<file path="src/rtl/expr_eval_if.sv">
// rtl/expr_eval_if.sv - character-in / result-out bundle for the expression evaluator
interface expr_eval_if #(
    parameter int W = 16
);
    logic [7:0]   in;
    logic         in_valid;
    logic [W-1:0] result;
    logic         done;
    logic         err;
    logic         busy;

    modport master (
        output in,
        output in_valid,
        input  result,
        input  done,
        input  err,
        input  busy
    );

    modport slave (
        input  in,
        input  in_valid,
        output result,
        output done,
        output err,
        output busy
    );
endinterface

</file>
<file path="src/rtl/expr_eval.sv">
// rtl/expr_eval.sv - single-digit '+'/'*' expression evaluator with '*' precedence
module expr_eval #(
    parameter int W = 16
) (
    input  logic      clk,
    input  logic      clr,
    expr_eval_if.slave bus
);
    localparam logic [1:0] S_START = 2'd0;
    localparam logic [1:0] S_OP    = 2'd1;
    localparam logic [1:0] S_DIG   = 2'd2;
    localparam logic [1:0] S_ERR   = 2'd3;

    logic [1:0]   r_state;
    logic [1:0]   w_state_nxt;
    logic [W-1:0] r_sum;
    logic [W-1:0] r_prod;
    logic         r_mulpend;
    logic [W-1:0] r_result;
    logic         r_done;
    logic         r_err;
    logic         r_busy;

    logic         w_is_dig;
    logic         w_is_add;
    logic         w_is_mul;
    logic         w_is_eq;
    logic [7:0]   w_dig_raw;
    logic [W-1:0] w_d;

    assign w_is_dig  = (bus.in >= 8'd48) && (bus.in <= 8'd57);
    assign w_is_add  = (bus.in == 8'd43);
    assign w_is_mul  = (bus.in == 8'd42);
    assign w_is_eq   = (bus.in == 8'd61);
    assign w_dig_raw = bus.in - 8'd48;
    assign w_d       = W'(w_dig_raw);

    always_comb begin
        w_state_nxt = r_state;
        if (bus.in_valid) begin
            case (r_state)
                S_START: begin
                    if (w_is_dig)     w_state_nxt = S_OP;
                    else if (!w_is_eq) w_state_nxt = S_ERR;
                end
                S_OP: begin
                    if (w_is_add || w_is_mul) w_state_nxt = S_DIG;
                    else if (w_is_eq)         w_state_nxt = S_START;
                    else                      w_state_nxt = S_ERR;
                end
                S_DIG: begin
                    if (w_is_dig)     w_state_nxt = S_OP;
                    else if (w_is_eq) w_state_nxt = S_START;
                    else              w_state_nxt = S_ERR;
                end
                default: begin
                    if (w_is_eq) w_state_nxt = S_START;
                end
            endcase
        end
    end

    // r_prod holds the running product of the current '+'-separated term
    always_ff @(posedge clk) begin
        if (!clr) begin
            r_state   <= S_START;
            r_sum     <= '0;
            r_prod    <= '0;
            r_mulpend <= 1'b0;
            r_result  <= '0;
            r_done    <= 1'b0;
            r_err     <= 1'b0;
            r_busy    <= 1'b0;
        end else begin
            r_state <= w_state_nxt;
            r_busy  <= (w_state_nxt != S_START);
            r_done  <= 1'b0;
            r_err   <= 1'b0;
            if (bus.in_valid) begin
                case (r_state)
                    S_START: begin
                        if (w_is_dig) begin
                            r_sum     <= '0;
                            r_prod    <= w_d;
                            r_mulpend <= 1'b0;
                        end else if (w_is_eq) begin
                            r_done   <= 1'b1;
                            r_err    <= 1'b1;
                            r_result <= '0;
                        end
                    end
                    S_OP: begin
                        if (w_is_add) begin
                            r_sum     <= r_sum + r_prod;
                            r_prod    <= '0;
                            r_mulpend <= 1'b0;
                        end else if (w_is_mul) begin
                            r_mulpend <= 1'b1;
                        end else if (w_is_eq) begin
                            r_result <= r_sum + r_prod;
                            r_done   <= 1'b1;
                            r_err    <= 1'b0;
                            r_sum    <= '0;
                            r_prod   <= '0;
                        end
                    end
                    S_DIG: begin
                        if (w_is_dig) begin
                            r_prod <= r_mulpend ? r_prod * w_d : w_d;
                        end else if (w_is_eq) begin
                            r_done   <= 1'b1;
                            r_err    <= 1'b1;
                            r_result <= '0;
                        end
                    end
                    default: begin
                        if (w_is_eq) begin
                            r_done   <= 1'b1;
                            r_err    <= 1'b1;
                            r_result <= '0;
                        end
                    end
                endcase
            end
        end
    end

    assign bus.result = r_result;
    assign bus.done   = r_done;
    assign bus.err    = r_err;
    assign bus.busy   = r_busy;
endmodule

</file>
<file path="src/flat_wrapper.sv">
// flat-port wrapper written by rule: the top's interface ports become plain ports
module expr_eval_flat 
#(
    parameter int W = 16
)
  (clk, clr, bus_in, bus_in_valid, bus_result, bus_done, bus_err, bus_busy);
  expr_eval_if #(.W(W)) bus_i ();
  input  logic clk;
  input  logic clr;
  input wire logic [$bits(bus_i.in)-1:0] bus_in;
  input wire logic [$bits(bus_i.in_valid)-1:0] bus_in_valid;
  output wire logic [$bits(bus_i.result)-1:0] bus_result;
  output wire logic [$bits(bus_i.done)-1:0] bus_done;
  output wire logic [$bits(bus_i.err)-1:0] bus_err;
  output wire logic [$bits(bus_i.busy)-1:0] bus_busy;
  assign bus_i.in = bus_in;
  assign bus_i.in_valid = bus_in_valid;
  assign bus_result = bus_i.result;
  assign bus_done = bus_i.done;
  assign bus_err = bus_i.err;
  assign bus_busy = bus_i.busy;
  expr_eval #(.W(W)) u_core (.clk(clk), .clr(clr), .bus(bus_i));
endmodule
</file>
<file path="config.mk">
export PLATFORM = sky130hd
export DESIGN_NAME = expr_eval_flat
export DESIGN_NICKNAME = d
export VERILOG_FILES = /design/src/rtl/expr_eval_if.sv /design/src/rtl/expr_eval.sv /design/src/flat_wrapper.sv
export SDC_FILE = /design/constraint.sdc
export NUM_CORES = 1
export LEC_CHECK = 0
export ABC_AREA = 1
export CAP_MARGIN = 10
export CORE_ASPECT_RATIO = 1.1
export CORE_UTILIZATION = 35
export CTS_CLUSTER_SIZE = 25
export DETAILED_ROUTE_END_ITERATION = 12
export GPL_TIMING_DRIVEN = 0
export PLACE_DENSITY = 0.48
export SETUP_SLACK_MARGIN = 0.2
export SLEW_MARGIN = 20
export SYNTH_ARGS = -nofsm -noshare
export SYNTH_HDL_FRONTEND = slang
export SYNTH_SLANG_ARGS = --single-unit
</file>
<file path="constraint.sdc">
create_clock -name clk -period 9.6 [get_ports clk]
set_input_delay 0.96 -clock clk [delete_from_list [all_inputs] [get_ports clk]]
set_output_delay 0.96 -clock clk [all_outputs]
set_load 0.005 [all_outputs]
</file>
# --- Yosys cells after proc, flatten, opt, wreduce, memory -nomap -nowiden ---
# Index checks and enable logic that the tools add are counted.
word_totals:
  word_cells: 73
  out_inout_bits: 19
  reg_bits: 54
  inputBits: 11
op_classes:
  n_addsub: 2
  reduce_logical: 12
  magnitude_cmp: 2
  mux: 34
  eq_ne: 14
  n_mul: 1
ops:
  columns: ["operator", "count"]
  rows:
  - ["two-way mux 16 bit", 13]
  - ["one-hot mux 16 bit (2 select lines)", 2]
  - ["one-hot mux 16 bit (3 select lines)", 1]
  - ["equality test 8 x 6 -> 1 bit (second input constant)", 3]
  - ["adder 16 bit", 1]
  - ["multiplier 16 x 8 -> 16 bit", 1]
  - ["two-way mux 2 bit", 7]
  - ["AND reduction 5 bit", 2]
  - ["greater-or-equal comparator 8 x 6 -> 1 bit (second input constant)", 1]
  - ["less-or-equal comparator 8 x 6 -> 1 bit (second input constant)", 1]
  - ["subtractor 8 x 6 -> 8 bit (second input constant)", 1]
  - ["two-way mux 1 bit", 7]
  - ["!= test 2 x 1 -> 1 bit (second input constant)", 3]
  - ["!= test 2 bit (second input constant)", 3]
  - ["!= test 3 x 1 -> 1 bit (second input constant)", 2]
  - ["one-hot mux 1 bit (2 select lines)", 3]
  - ["one-hot mux 2 bit (3 select lines)", 1]
  - ["AND reduction 6 bit", 1]
  - ["AND reduction 4 bit", 1]
  - ["nonzero test 2 bit", 2]
  - ["!= test 3 x 2 -> 1 bit (second input constant)", 1]
  - ["nonzero test 3 bit", 1]
  - ["equality test 2 x 1 -> 1 bit (second input constant)", 1]
  - ["equality test 2 bit (second input constant)", 1]
  - ["other kinds (5)", 5]

# --- Logic depth before layout (Yosys ltp) ---
# Gate-level depths: netlist of the first run.
logic_depth:
  word_depth: 6
  mapped_depth: 24
  depth_no_buf: 24

# --- Least setup slack after synthesis of the first run ---
# OpenSTA, ideal clock, no wires.
synth_timing:
  path_type: "input to register"
  start: "input port bus_in[4]"
  end: "register u_core.r_prod[12]"
  setup_ps: 71
  t_required_ps: 9529
  arrival_ps: 4990
  cell_stages: 21
  slack_ps: 4539
  path_buffers: 1
  cell_sequence: "inv_1 > ha_1 > clkbuf_1 > nor2_1 > fa_1 > inv_1 > fa_1 > fa_1 > fa_1 > inv_1 > ha_1 > nand2_1 > nor3_1 > nand2_1 > nand2_1 > nand2_1 > a21oi_1 > nor2_1 > nand2_1 > nand3_1 > a21oi_1"
synth_via:
  elab_chain_cells: 5
  elab_cells_between_ends: 17
  classes_between: "1 x add/sub; 1 x mul; 2 x order compare; 7 x eq/ne; 4 x mux; 2 x reduce/logical"
synth_lines:
  columns: ["element", "line_no", "rtl"]
  rows:
  - ["start, declared", "flat_wrapper.sv:10", "input wire logic [$bits(bus_i.in)-1:0] bus_in;"]
  - ["subtractor 8 x 6 -> 8 bit", "expr_eval.sv:35", "assign w_dig_raw = bus.in - 8'd48;"]
  - ["multiplier 16 x 8 -> 16 bit", "expr_eval.sv:109", "r_prod <= r_mulpend ? r_prod * w_d : w_d;"]
  - ["two-way mux 16 bit", "expr_eval.sv:109", null]
  - ["two-way mux 16 bit", "expr_eval.sv:108", "if (w_is_dig) begin"]
  - ["one-hot mux 16 bit (3 select lines)", "expr_eval.sv:80", "case (r_state)"]
  - ["end signal, assigned", "expr_eval.sv:84", "r_prod <= w_d;"]
  - ["end signal, assigned", "expr_eval.sv:109", null]
  - ["end, declared", "expr_eval.sv:17", "logic [W-1:0] r_prod;"]
# Parallel ways exist; a longest one is shown, timed or not. The select of a mux whose other input is x is not followed.
# A chain may end at the register's enable or synchronous reset.

# --- Worst setup path in the final report of the first run ---
layout_timing:
  start: "input port bus_in[4]"
  end: "register u_core.r_prod[14]"
# The elaborated chain is that of the path after synthesis.

==> results of run 1 <==
## sequential cells by signal, summed over array words and instances, names as in the netlist
name / count
u_core.bus.busy: 1
u_core.r_mulpend: 1
u_core.bus.done: 1
u_core.bus.err: 1
u_core.r_prod: 16
u_core.r_sum: 16
u_core.r_state: 2
u_core.bus.result: 16
## logic make-up after synthesis
logic type | count (synthesis) | synth area share (%)
fa+ha+maj | 106 | 28.8
buf+inv | 207 | 13.1
flops | 54 | 17.5
simple gates | 384 | 27.4
compound gates | 140 | 12.2
xor+xnor | 7 | 0.991
## worst register-to-register path: stages (launching register included)
cell and delay [ps]:
dfxtp_1 360, clkbuf_1 380, inv_1 170, nor2_1 170
fa_1 410, inv_1 80, fa_1 420, fa_1 500
inv_1 50, fa_1 440, ha_1 350, inv_1 100
nor3_1 280, o21ai_0 130, nand3_1 110, xor2_1 330
nand4_1 140, a21oi_1 140
## through the flow
stage / std cells / area [sq um]
finish: 1166 / 6890
global route: 1166 / 6890
CTS: 1166 / 6890
detailed placement: 1158 / 6740
global placement: 1158 / 6740
floorplan: 898 / 6180
## final timing paths
path                                       start                 to  slack (ps)  cells past startpoint
worst max-delay path                   bus_in[4]  u_core.r_prod[14]        3440                     19
worst min-delay path             u_core.r_sum[0]    u_core.r_sum[0]         470                      2
worst max register to register  u_core.r_prod[8]  u_core.r_prod[14]        4960                     17
worst min register to register   u_core.r_sum[0]    u_core.r_sum[0]         470                      2
## power groups by stage
stage	sequential (W)	clock, W	combinational, W
2_1_floorplan	0.000242	0	0.000208
6_report	0.000243	0.000190	0.000279
4_1_cts	0.000243	0.000195	0.000282
3_3_place_gp	0.000248	0	0.000281
3_5_place_dp	0.000248	0	0.000281
5_1_grt	0.000244	0.000203	0.000321
## layer usage
metal  part of all wire, %  wire length (um)  vias to the layer above
li1                      -                 -                     2876
met1                    47              8280                     2634
met2                    50              8830                       73
met3                   2.0               358                       20
met4                   1.6               291                        0
met5                     0                 0                        -
## placed cells by master, fill, tap and decap left out, types with 2 or more instances in the layout
master / netlist / routed
nand4_2: 3 / 3
nor2_2: 3 / 3
clkbuf_16: 0 / 5
o21bai_1: 3 / 3
a21oi_2: 2 / 2
a21o_1: 4 / 4
nand4_1: 9 / 9
nand2_4: 2 / 2
clkdlybuf4s50_1: 0 / 26
a211oi_1: 3 / 3
nand3_1: 57 / 57
o211ai_1: 2 / 2
inv_2: 6 / 6
buf_4: 3 / 3
dfxtp_1: 54 / 54
o21ai_0: 48 / 48
clkbuf_1: 11 / 11
nor2_1: 81 / 81
a22oi_1: 2 / 2
inv_1: 177 / 177
buf_2: 8 / 8
nor4_1: 2 / 2
or2_2: 4 / 4
xnor2_1: 3 / 3
ha_1: 45 / 45
nand2_2: 3 / 3
a21oi_1: 70 / 70
fa_1: 61 / 61
nand2_1: 205 / 205
nor3_1: 7 / 7
a31oi_1: 4 / 4
xor2_1: 4 / 4
## cell type report
class                           instances  area share (%)
Buffer                                 24            1.78
Clock buffer                            6            2.02
Clock inverter                          2           0.182
Inverter                              183            9.97
Multi-Input combinational cell        637            62.3
Sequential cell                        54            15.7
Tap cell                              234            4.25
Timing Repair Buffer                   26            3.78
==> run metrics, run 1 <==
utilization after layout=about 40%; Clk pwr share=between 20% and 30%; Post-CTS Setup Bufs=0; Worst Path Required=a little under 10000 ps; Final ANT Viol Nets=0; Pleak=roughly 3.4 nW; Routed WL=around 18000 um; Power Total=just over 0.0007 W; met1 usage=26.5%; cell mode on critical path=fa_1; cts bufs inserted=5; clk_lat worst skew=approximately 300 ps; CP top delay family=adder cells; Crit path largest cell delay=~630 ps; Final Max Tran Viols=0; Fin. Hold Viols=0; Tcrit/Tclk final=between 60% and 70%; drt initial violations=207; wire per inst=between 15 and 20 um; number of synthesized flops with an enable pin=0; CTS Sinks=54; power share of the combinational group=between 30% and 40%; status=finished clean; Setup Crit Path Kind=in2reg; Max Clk Rate=~160 MHz; Rows=50; Total GRT Usage=about a fifth; data arrival time of the worst path=roughly 6400 ps; TNS Setup=0 ps; Seq pwr share=between 30% and 40%; ys flop type=dfxtp_1; GR met3 Demand/Resource=1.70%; Slew @ Worst Pin=~670 ps; DIE HEIGHT=141 um; ANT cells=0; PwrDens=103 nW/um^2; root buf cell=clkbuf_16; Worst VDD drop=84.3 uV; unrepaired setup endpoints after global routing=false; DR DRC count=0; GPL Wtd Cong=~0.84; Pre-antenna DRT Iters=6; CP max-delay cell=clkdlybuf4s50_1; Post-synth top cells=nand2_1 (205), inv_1 (177), nor2_1 (81), a21oi_1 (70), fa_1 (61); Synth Register Bits=54; CP startpoint kind=primary input; most frequent cell after synthesis=nand2_1; largest area contributor in the netlist=fa_1; Worst Setup End Kind=register; port bufs=26; Multi-input gate area=around 4300 sq um; Total Nets Final=roughly 1000; Sw Ratio=between 30% and 40%; CTS tree=done; # IOs=30; Hold Crit Class=reg2reg; number of fill cells=1898; share of cells above drive strength 1=about 5.3%; worst path cell trace=clkdlybuf4s50_1 -> inv_1 -> ha_1 -> clkbuf_1 -> nor2_1 -> fa_1 -> inv_1 -> fa_1 -> fa_1 -> fa_1 -> inv_1 -> ha_1 -> nand2_1 -> nor3_1 -> nand3_1 -> nand3_1 -> xor2_1 -> nand4_1 -> a21oi_1; depth of the CTS H-tree=2; top cells by area, synth=fa_1 (20%), dfxtp_1 (17%), nand2_1 (12%); CP Max Fanout=10; core area=about 17000 sq um; Setup WS pre-CTS=a little over 3000 ps; largest net degree at the start of global routing=17; final setup violation count=0; Initial Util=a little over a third; DP HPWL=14400 um; cts hold-fix bufs=0; area share of the largest cell type after synthesis=between 10% and 20%; Final WS setup=3440 ps; clock skew=roughly 7.5 ps; Post-Synthesis Cells=~900; total grt overflow=0; Pint=~0.00043 W; initial antenna violation count=0; Area growth, synth to finish=11.4%; busiest grt layer=met2; Chip Width=129 um; syn_nets=1015; min Tclk post-route=between 6000 and 7000 ps; CTS clk-pin slew, worst paths=around 70 ps; worst hold slack=around 470 ps; Worst slew margin=between 50% and 60%; sequential share of the synthesized area=about 17%; Synth Warn #=0; overall die area=~18000 sq um; register area=1080 sq um; Post-CTS Resized=0; Max Cap Viol=0; vias in the first global route=5664; crit path buf inv count=5; worst-case clock buffer depth=2; Via-to-Cell Ratio=4.81; ys async rst share=0%; syn avg cell area=6.89 sq um; Syn Std Cell Area=6180 sq um; Sw Pwr=0.000283 W; Vias=about 5600; first-pass GRT wire length=29200 um; met2 Usage GRT=around 38%; unique cell type count in the Yosys netlist=42
Note: power is estimated with default switching activity, not from simulation.
==> inputs of run 2 (changes only) <==
- clock period: 9.6 -> 6.05 ns (I/O delays scaled with it)
==> run metrics, run 2 (synthesis results as in run 1) <==
status=finished clean; Seq pwr share=between 30% and 40%; core area=17100 sq um; CTS clk-pin slew, worst paths=70 ps; worst-case clock buffer depth=2; post-route cell area=6890 sq um; utilization after layout=between 40% and 50%; Slew @ Worst Pin=between 600 and 700 ps; Area growth, synth to finish=11.5%; ANT cells=0; Worst Path Required=around 6300 ps; unrepaired setup endpoints after global routing=false; drt initial violations=207; wire per inst=15.2 um; overall die area=18200 sq um; data arrival time of the worst path=5630 ps; Final WS setup=649 ps; Tcrit/Tclk final=89.3%; Pint=approximately 0.00068 W; total grt overflow=0; Sw Ratio=39.7%; root buf cell=clkbuf_16; min Tclk post-route=5400 ps; CTS Sinks=54; Total GRT Usage=between 20% and 30%; clk_lat worst skew=300 ps; # IOs=30; worst path cell trace=clkdlybuf4s50_1 -> ha_1 -> inv_1 -> nand2_1 -> nand2_2 -> inv_1 -> nand2_1 -> fa_1 -> fa_1 -> fa_1 -> fa_1 -> inv_1 -> ha_1 -> inv_1 -> nor3_1 -> nand3_1 -> nand3_1 -> xor2_1 -> nand4_1 -> a21oi_1; DP HPWL=around 14000 um; first-pass GRT wire length=29200 um; cts bufs inserted=5; Routed WL=between 15000 and 20000 um; Worst VDD drop=134 uV; vias in the first global route=around 5700; port bufs=26; Clk pwr share=between 20% and 30%; Max Cap Viol=0; commonest cells after routing, fill and taps aside=nand2_1 (205), inv_1 (177), nor2_1 (81), a21oi_1 (70), fa_1 (61); Final Max Tran Viols=0; Fin. Hold Viols=0; CP top delay family=adder cells; Initial Util=a little over a third; DIE HEIGHT=about 140 um; Final ANT Viol Nets=0; Worst slew margin=55.6%; CP max-delay cell=clkdlybuf4s50_1; post-placement cell area=between 6000 and 7000 sq um; largest net degree at the start of global routing=17; GPL Wtd Cong=0.842; initial antenna violation count=0; Crit path largest cell delay=570 ps; Total Nets Final=1048; CP startpoint kind=primary input; final setup violation count=0; crit path buf inv count=5; Sw Pwr=around 0.00045 W; Pre-antenna DRT Iters=6; CP Max Fanout=10; Post-CTS Setup Bufs=0; Pleak=3.40 nW; Setup Crit Path Kind=in2reg; Worst Setup End Kind=register; Setup WS pre-CTS=-134 ps; DR DRC count=0; Max Clk Rate=185 MHz; share of cells above drive strength 1=around 5.4%; Via-to-Cell Ratio=4.80; CTS tree=done; PwrDens=164 nW/um^2; Hold Crit Class=reg2reg; power share of the combinational group=39.2%; commonest non-fill, non-tap cell in the layout=nand2_1; Rows=50; depth of the CTS H-tree=2; Chip Width=roughly 130 um; Vias=roughly 5600; clock skew=7.49 ps; TNS Setup=0 ps
[run 2: cell count changes in the layout (fill, tap and decap cells not counted), sizes merged]
cell,before,now
buf,13,14
clkbuf,17,16
clkdlybuf4s50,26,25
dlymetal6s2s,0,1
[run 2: worst reg2reg max path, delay by kind of cell, from the launching register on]
| kind | cells | cell delay, ps |
|---|---|---|
| flip-flops | 1 | 360 |
| AO/OA/AOI/OAI | 2 | 270 |
| AND/OR/NAND/NOR | 4 | 700 |
| buffers and inverters | 5 | 780 |
| adder cells (fa/ha/maj) | 5 | 2120 |
| XOR/XNOR | 1 | 330 |
[run 2: layout make-up]
class,instances,area [sq um]
multi-input combinational,637,4290
buffer,24,124
clock inverter,2,12.5
fill,1898,10200
tap,234,293
timing repair buffer,26,263
sequential,54,1080
inverter,183,687
clock buffer,6,139
[run 2: timing repair]
item	CTS	global route
hold buffers	0	0
setup endpoints to repair	2	2
gates resized for setup	1	2
[run 2: routing by layer]
| metal | vias up | global-route usage [%] | share of wire (%) | wire (um) |
|---|---|---|---|---|
| met5 | - | 0 | 0 | 0 |
| met4 | 0 | 5.20 | 1.6 | 291 |
| met3 | 20 | 1.70 | 2.0 | 358 |
| met2 | 73 | 37.9 | 50 | 8830 |
| met1 | 2632 | 26.5 | 47 | 8270 |
| li1 | 2876 | - | - | - |
[run 2: path summary, 6_finish.rpt]
| path | startpoint | end | slack, ps | cells past startpoint |
|---|---|---|---|---|
| worst max register to register | u_core.r_prod[8] | u_core.r_prod[14] | 1420 | 17 |
| worst min-delay path | u_core.r_sum[0] | u_core.r_sum[0] | 470 | 2 |
| worst min register to register | u_core.r_sum[0] | u_core.r_sum[0] | 470 | 2 |
| worst max-delay path | bus_in[5] | u_core.r_prod[14] | 650 | 20 |
[run 2: power groups by stage]
stage	logic, W	clock network (W)	registers [W]
3_5_place_dp	0.000446	0	0.000394
2_1_floorplan	0.000330	0	0.000384
3_3_place_gp	0.000447	0	0.000394
4_1_cts	0.000448	0.000310	0.000386
5_1_grt	0.000510	0.000322	0.000387
6_report	0.000443	0.000302	0.000386
[run 2: metrics by stage]
step / hold WS, ps / total power (W) / cells
after CTS: 474 / 0.00114 / 1166
after floorplan: 448 / 0.000714 / 898
after global routing: 495 / 0.00122 / 1166
after global placement: 460 / 0.000841 / 1158
final: 473 / 0.00113 / 1166
after detailed placement: 464 / 0.000840 / 1158
==> inputs of run 3 (changes only) <==
- SETUP_SLACK_MARGIN: 0.2 -> not set
==> run metrics, run 3 (synthesis results as in run 1) <==
Worst VDD drop=roughly 130 uV; cts bufs inserted=5; GPL Wtd Cong=~0.84; Reg-to-Reg End=u_core.r_prod[14]; Rows=50; Via-to-Cell Ratio=4.80; data arrival time of the worst path=5830 ps; drt initial violations=roughly 190; Setup Crit Path Kind=in2reg; Non-Filler Instances=approximately 1200; min Tclk post-route=~5600 ps; # IOs=30; worst-case clock buffer depth=2; Seq pwr share=between 30% and 40%; largest net degree at the start of global routing=17; Total Nets Final=around 1000; placed insts=approximately 1200; Sw Pwr=between 0.0004 and 0.0005 W; clk_lat worst skew=300 ps; DIE HEIGHT=around 140 um; overall die area=about 18000 sq um; Hold Path Depth=2; cts hold-fix bufs=0; clock skew=just under 8 ps; Max Cap Viol=0; PwrDens=approximately 160 nW/um^2; Post-CTS Setup Bufs=0; Fin. Hold Viols=0; Hold EP=u_core.r_sum[0]; reg-to-reg critical path startpoint=u_core.r_prod[8]; Worst R2R Path Depth=17; depth of the CTS H-tree=2; status=finished clean; Final ANT Viol Nets=0; Worst Hold Launch=u_core.r_sum[0]; Sw Ratio=a little under 40%; initial antenna violation count=0; ANT cells=0; power share of the combinational group=about two fifths; Slew @ Worst Pin=673 ps; wire per inst=roughly 15 um; post-placement cell area=~6700 sq um; DR DRC count=0; Pre-antenna DRT Iters=5; commonest non-fill, non-tap cell in the layout=nand2_1; CTS Sinks=54; unrepaired setup endpoints after global routing=false; final setup violation count=0; Pint=0.000682 W; post-route cell area=a little under 7000 sq um; share of cells above drive strength 1=under 10%; Worst Setup End Kind=register; Tcrit/Tclk final=slightly above 90%; Post-CTS Resized=0; DP HPWL=approximately 14000 um; commonest cells after routing, fill and taps aside=nand2_1 (205), inv_1 (177), nor2_1 (81), a21oi_1 (70), fa_1 (61); core area=~17000 sq um; port bufs=26; CTS tree=done; Hold Crit Class=reg2reg; CTS clk-pin slew, worst paths=roughly 70 ps; CP Max Fanout=11; Routed WL=around 18000 um; Pleak=3.38 nW; root buf cell=clkbuf_16; Area growth, synth to finish=11.3%; Worst slew margin=a little under three fifths; Vias=between 5000 and 6000; Final Max Tran Viols=0; vias in the first global route=approximately 5700; Worst Path Required=approximately 6300 ps; CP startpoint kind=primary input; internal reg-to-reg setup slack=between 1000 and 1500 ps; Clk pwr share=between 20% and 30%; total grt overflow=0; Power Total=roughly 0.0011 W; Total GRT Usage=roughly a fifth; first-pass GRT wire length=29200 um; Max Clk Rate=~180 MHz; Chip Width=~130 um; Initial Util=36.1%
run 3: final cells by class:
| type | instances | area [sq um] |
|---|---|---|
| well taps | 234 | 293 |
| clock buffers | 6 | 139 |
| multi-input cells | 637 | 4290 |
| inverters | 183 | 687 |
| flip-flops and latches | 54 | 1080 |
| repair buffers | 26 | 260 |
| clock inverters | 2 | 12.5 |
| fillers | 1896 | 10300 |
| plain buffers | 23 | 119 |
run 3: power by group through the flow:
stage	Combinational, W	Clock (W)	Sequential (W)
6_report	0.000441	0.000301	0.000386
5_1_grt	0.000510	0.000322	0.000387
4_1_cts	0.000448	0.000310	0.000386
3_5_place_dp	0.000446	0	0.000394
3_3_place_gp	0.000447	0	0.000394
2_1_floorplan	0.000330	0	0.000384
run 3: worst max-delay path by stage:
stage               slack (ps)  startpoint  depth (start not counted)                 to
floorplan                 1340   bus_in[4]                         21  u_core.r_prod[12]
CTS                        160   bus_in[4]                         19  u_core.r_prod[14]
detailed placement        -130   bus_in[4]                         19  u_core.r_prod[14]
finish                     450   bus_in[4]                         21  u_core.r_prod[12]
global placement          -110   bus_in[4]                         19  u_core.r_prod[14]
global route                 6   bus_in[4]                         21  u_core.r_prod[12]
run 3: through the flow:
| step | setup WS, ps | util (%) | hold WS, ps | TNS, ps |
|---|---|---|---|---|
| 6_report | 451 | 40.2 | 473 | 0 |
| 5_1_grt | 6.03 | 40.2 | 495 | 0 |
| 4_1_cts | 161 | 40.2 | 474 | 0 |
| 3_5_place_dp | -134 | 39.3 | 464 | -241 |
| 3_3_place_gp | -108 | 39.3 | 460 | -181 |
| 2_1_floorplan | 1340 | - | 448 | 0 |
run 3: layer usage:
metal  track usage [%]  vias to the layer above  part of all wire [%]
li1                  -                     2871                     -
met1              26.5                     2613                    46
met2              37.9                       84                    50
met3              1.70                       20                   2.6
met4              5.20                        0                   1.6
met5                 0                        -                     0
run 3: worst max-delay path: stages:
cell and delay (ps):
clkdlybuf4s50_1 630, inv_1 150, ha_1 620, inv_1 120, nand2_1 100, fa_1 460
fa_1 530, fa_1 530, fa_1 540, inv_1 40, ha_1 330, inv_1 90
nor3_1 250, nand2_1 110, nand2_1 80, nand2_1 70, a21oi_1 170, nor2_1 60
nand2_1 50, nand3_1 120, a21oi_1 150
==> RTL edit 1: new RTL, flow settings as in run 2 <==
`W` is set to 16 in 3 places; all go to 24.
--- a/src/rtl/expr_eval_if.sv
+++ b/src/rtl/expr_eval_if.sv
@@ -1,6 +1,6 @@
 // rtl/expr_eval_if.sv - character-in / result-out bundle for the expression evaluator
 interface expr_eval_if #(
-    parameter int W = 16
+    parameter int W = 24
 );
     logic [7:0]   in;
     logic         in_valid;
--- a/src/rtl/expr_eval.sv
+++ b/src/rtl/expr_eval.sv
@@ -1,6 +1,6 @@
 // rtl/expr_eval.sv - single-digit '+'/'*' expression evaluator with '*' precedence
 module expr_eval #(
-    parameter int W = 16
+    parameter int W = 24
 ) (
     input  logic      clk,
     input  logic      clr,
--- a/src/flat_wrapper.sv
+++ b/src/flat_wrapper.sv
@@ -1,7 +1,7 @@
 // flat-port wrapper written by rule: the top's interface ports become plain ports
 module expr_eval_flat 
 #(
-    parameter int W = 16
+    parameter int W = 24
 )
   (clk, clr, bus_in, bus_in_valid, bus_result, bus_done, bus_err, bus_busy);
   expr_eval_if #(.W(W)) bus_i ();
Ports: changed (resized bus_result); port bits go from 30 to 38. No check against the original RTL was run, so the function may have changed too.
==> RTL edit 1 against run 2 <==
- die area is 54% higher
- via count is 56% higher
- wire length is 64% higher
- core utilization is 0.39 points lower
- synthesized area is 55% higher
- cell area is 56% higher
- sequential cell count is 24 higher
- register-to-register slack worse by 0.03 ns
- clock skew is 0.0019 ns higher
- total power is 39% higher
- setup slack worse by 0.16 ns
- sequential share of layout area is 1.1 points lower
- largest cell class unchanged
- highest routed layer unchanged
==> RTL edit 1: results (changes against run 2) <==
| Metric | Value |
|---|---|
| Dpl cell area | 0.0104 mm^2 (+54%) |
| GR Util All Layers | 21.5% (+0.61 points) |
| HP Start | u_core.r_sum[2]$_SDFFE_PN0P_ |
| Synth cell count leaders | nand2_1, inv_1, nor2_1, a21oi_1, fa_1 |
| Initial DRT Pass Iterations | 5 (-1) |
| Num CTS Buffers | 9 (+4) |
| Multi-input gate count | 997 (+57%) |
| PortBufs | 33 (+27%) |
| Multi-input gate area | 0.00692 mm^2 (+61%) |
| Max rail drop VDD | 0.130 mV (-3.0%) |
| Ranking of synthesized cells by area | fa_1, dfxtp_1, nand2_1, inv_1, ha_1 |
| Reg-to-reg startpoint | u_core.r_prod[6]$_SDFFE_PN0P_ |
| Met3 Track Usage GR | 1.98% (+0.29 points) |
| Invs w/o clock | 258 (+41%) |
| Worst R2R Path Depth | 16 (-1) |
| Status | finished, final reports clean |
| Clock network area share | 2.81% (+0.61 points) |
| Drt wl/cell | 16.4 um (+7.4%) |
| Grt met1 use | 27.6% (+1.1 points) |
| Hpwl dp | 24300 um (+69%) |
| WL met3 | 730 um (+100%) |
| Detailed route wirelength on metal2 | 14000 um (+59%) |
| Critical Path End | u_core.r_prod[20]$_SDFFE_PN0P_ |
| Clock buf count | 12 (+6) |
| Skew-Pair Late Insertion Delay | 0.34 ns (+0.04 ns) |
| Sequential share of cell area | 14.5% (-1.1 points) |
| XOR/XNOR share of the synthesized area | 0.638% (-0.35 points) |
| Place WS | -1.08 ns (-0.947 ns) |
| Buffer share of cell area | 5.01% (-0.60 points) |
| M1 WL | 13300 um (+61%) |
| Post-Layout Cell Count | 1782 (+53%) |
| Vias per inst | 4.91 (+2.2%) |
| Worst clock skew | 0.00940 ns (+0.00191 ns) |
| RR Endpoint | u_core.r_prod[19]$_SDFFE_PN0P_ |
| Post-synth cell types | 45 (+7.1%) |
| First-pass GRT wire length | 47200 um (+62%) |
==> RTL edit 1: logic make-up after synthesis <==
logic type | after synthesis
xor gates and xnor gates | 7
AOI/OAI and AO/OA | 221
DFF | 78
and+or+nand+nor | 599
buffers and inverters | 300
adders and majority gates | 170
==> RTL edit 1: timing repair <==
item / CTS / global route
setup endpoints to repair: 16 / 11
setup buffers: 1 / 0
pin swaps: 1 / 0
resized for setup: 9 / 12
==> RTL edit 1: where the power goes <==
part | switching [mW] | internal (mW) | leakage, nW
Clock | 0.224 | 0.334 | 0.143
Combinational | 0.309 | 0.162 | 4.32
Sequential | 0.0244 | 0.523 | 0.630
==> RTL edit 1: tightest hold or removal path, delay by kind of cell (launching register included) <==
kind | cells | cell delay [ns]
DFF | 1 | 0.31
AOI/OAI and AO/OA | 1 | 0.05
and+or+nand+nor | 1 | 0.06
==> RTL edit 2: new RTL, flow settings as in run 2 <==
Made on the original files. Add an input register stage for `clr`, without a reset; this delays it by one clock. The other inputs are not delayed to match.
--- a/src/rtl/expr_eval.sv
+++ b/src/rtl/expr_eval.sv
@@ -10,6 +10,12 @@
     localparam logic [1:0] S_OP    = 2'd1;
     localparam logic [1:0] S_DIG   = 2'd2;
     localparam logic [1:0] S_ERR   = 2'd3;
+
+    logic clr_q;
+
+    always_ff @(posedge clk) begin
+        clr_q <= clr;
+    end
 
     logic [1:0]   r_state;
     logic [1:0]   w_state_nxt;
@@ -62,7 +68,7 @@
 
     // r_prod holds the running product of the current '+'-separated term
     always_ff @(posedge clk) begin
-        if (!clr) begin
+        if (!clr_q) begin
             r_state   <= S_START;
             r_sum     <= '0;
             r_prod    <= '0;
Check against the original RTL: not equivalent (Yosys sat finds a counterexample within 4 cycles, from zero or initial values).
==> RTL edit 2 against run 2 <==
- wire length fell by 1.5%
- register-to-register slack got worse by 0.02 ns
- sequential cell count rose by 1
- sequential power rose by 5%
- total power rose by 14%
- cell area fell by 0.34%
- synthesized area fell by 1.2%
- setup slack improved by 0.027 ns
==> RTL edit 2: results (changes against run 2) <==
| Metric | Value |
|---|---|
| Status | finished, final reports clean |
| PostCTS Resize Cnt | 0 (-1) |
| GR met2 Demand/Resource | 39.5% (+1.6 points) |
| Clock buf count | 5 (-1) |
| Largest net degree at the start of global routing | 18 (+1) |
| Reg-to-reg startpoint | u_core.r_prod[2]$_SDFFE_PN0P_ |
| Fill count | 1853 (-2.4%) |
| R2R Setup Slk | 1.40 ns (-0.02 ns) |
| Placed cells | 1155 (-0.26%) |
| Min-Delay Endpoint | u_core.bus.result[0]$_SDFFE_PN0P_ |
| XOR/XNOR share of the synthesized area | 1.15% (+0.16 points) |
| Vias in the first global route | 5598 (-1.2%) |
| Seq Cell Count | 55 (+1.9%) |
| Drt wl/cell | 15.0 um (-1.2%) |
| Critical Path Start | bus_in[3] |
| Worst clock skew | 0.00674 ns (-0.000753 ns) |
| CP max stage delay | 0.70 ns (+0.13 ns) |
| Leakage power | 3.40 nW (about the same) |
| Nets | 1045 (-0.29%) |
| Layout cell share with drive strength beyond 1 | 3.77% (-1.6 points) |
| WL final | 17500 um (-1.5%) |
| RR Endpoint | u_core.r_prod[12]$_SDFFE_PN0P_ |
| Invs w/o clock | 186 (+1.6%) |
| Met3 Track Usage GR | 1.33% (-0.37 points) |
| Max rail drop VDD | 0.114 mV (-15%) |
| Initial DRC Count | 210 (+1.4%) |
| Detailed route wirelength on metal2 | 8920 um (+0.94%) |
| Post-synthesis sequential area ratio | 18.0% (+0.54 points) |
| Synth cell count leaders | nand2_1, inv_1, nor2_1, a21oi_1, fa_1 |
| Post-Synth Adder-Cell Area | 29.2% (+0.34 points) |
| Kind of critical path | in -> reg |
| Crit path DAT | 5.54 ns (-0.09 ns) |
| Post-Synthesis Cells | 895 (-0.33%) |
| Buffer share of cell area | 5.48% (-0.13 points) |
| Vias per inst | 4.70 (-2.2%) |
| Measured slew at the worst slew-check pin | 0.756 ns (+0.0896 ns) |
| Compound-cell area share of the yosys netlist | 11.9% (-0.27 points) |
| Repair and plain buffers | 51 (+2.0%) |
| Ranking of synthesized cells by area | fa_1, dfxtp_1, nand2_1, inv_1, ha_1 |
| M1 WL | 7810 um (-5.6%) |
| HP Start | u_core.bus.result[0]$_SDFFE_PN0P_ |
| GP Congestion | 0.849 (+0.88%) |
| Sequential cell area | 0.00110 mm^2 (+1.9%) |
| Initial DRT Pass Iterations | 5 (-1) |
| Hold Path Depth | 1 (-1) |
| First-pass GRT wire length | 29000 um (-0.50%) |
| GR Util All Layers | 21.0% (+0.15 points) |
| Worst R2R Path Depth | 19 (+2) |
| WL met3 | 540 um (+51%) |
==> RTL edit 2: changes by cell type in the layout (fill, tap and decap cells not counted), sizes merged, moves of 4 or more <==
cell / run 2 / this run
or2: 4 / 8
a21oi: 72 / 66
buf: 14 / 9
nand4: 13 / 9
nor2: 86 / 82
o21ai: 48 / 41
clkbuf: 16 / 21
==> RTL edit 2: power breakdown <==
group          internal [mW]  switching (mW)  leakage (nW)  total (mW)
sequential             0.375          0.0301         0.445       0.405
clock                  0.237           0.139        0.0900       0.376
combinational          0.182           0.328          2.86       0.509
total                  0.794           0.497          3.40        1.29
==> RTL edit 2: through the flow <==
stage	instance area (um^2)	setup WS, ns	hold slack (ns)
2_1_floorplan	6110	1.32	0.449
3_3_place_gp	6670	-0.114	0.457
3_5_place_dp	6670	-0.0618	0.460
4_1_cts	6860	0.223	0.472
5_1_grt	6870	0.357	0.492
6_report	6870	0.676	0.471
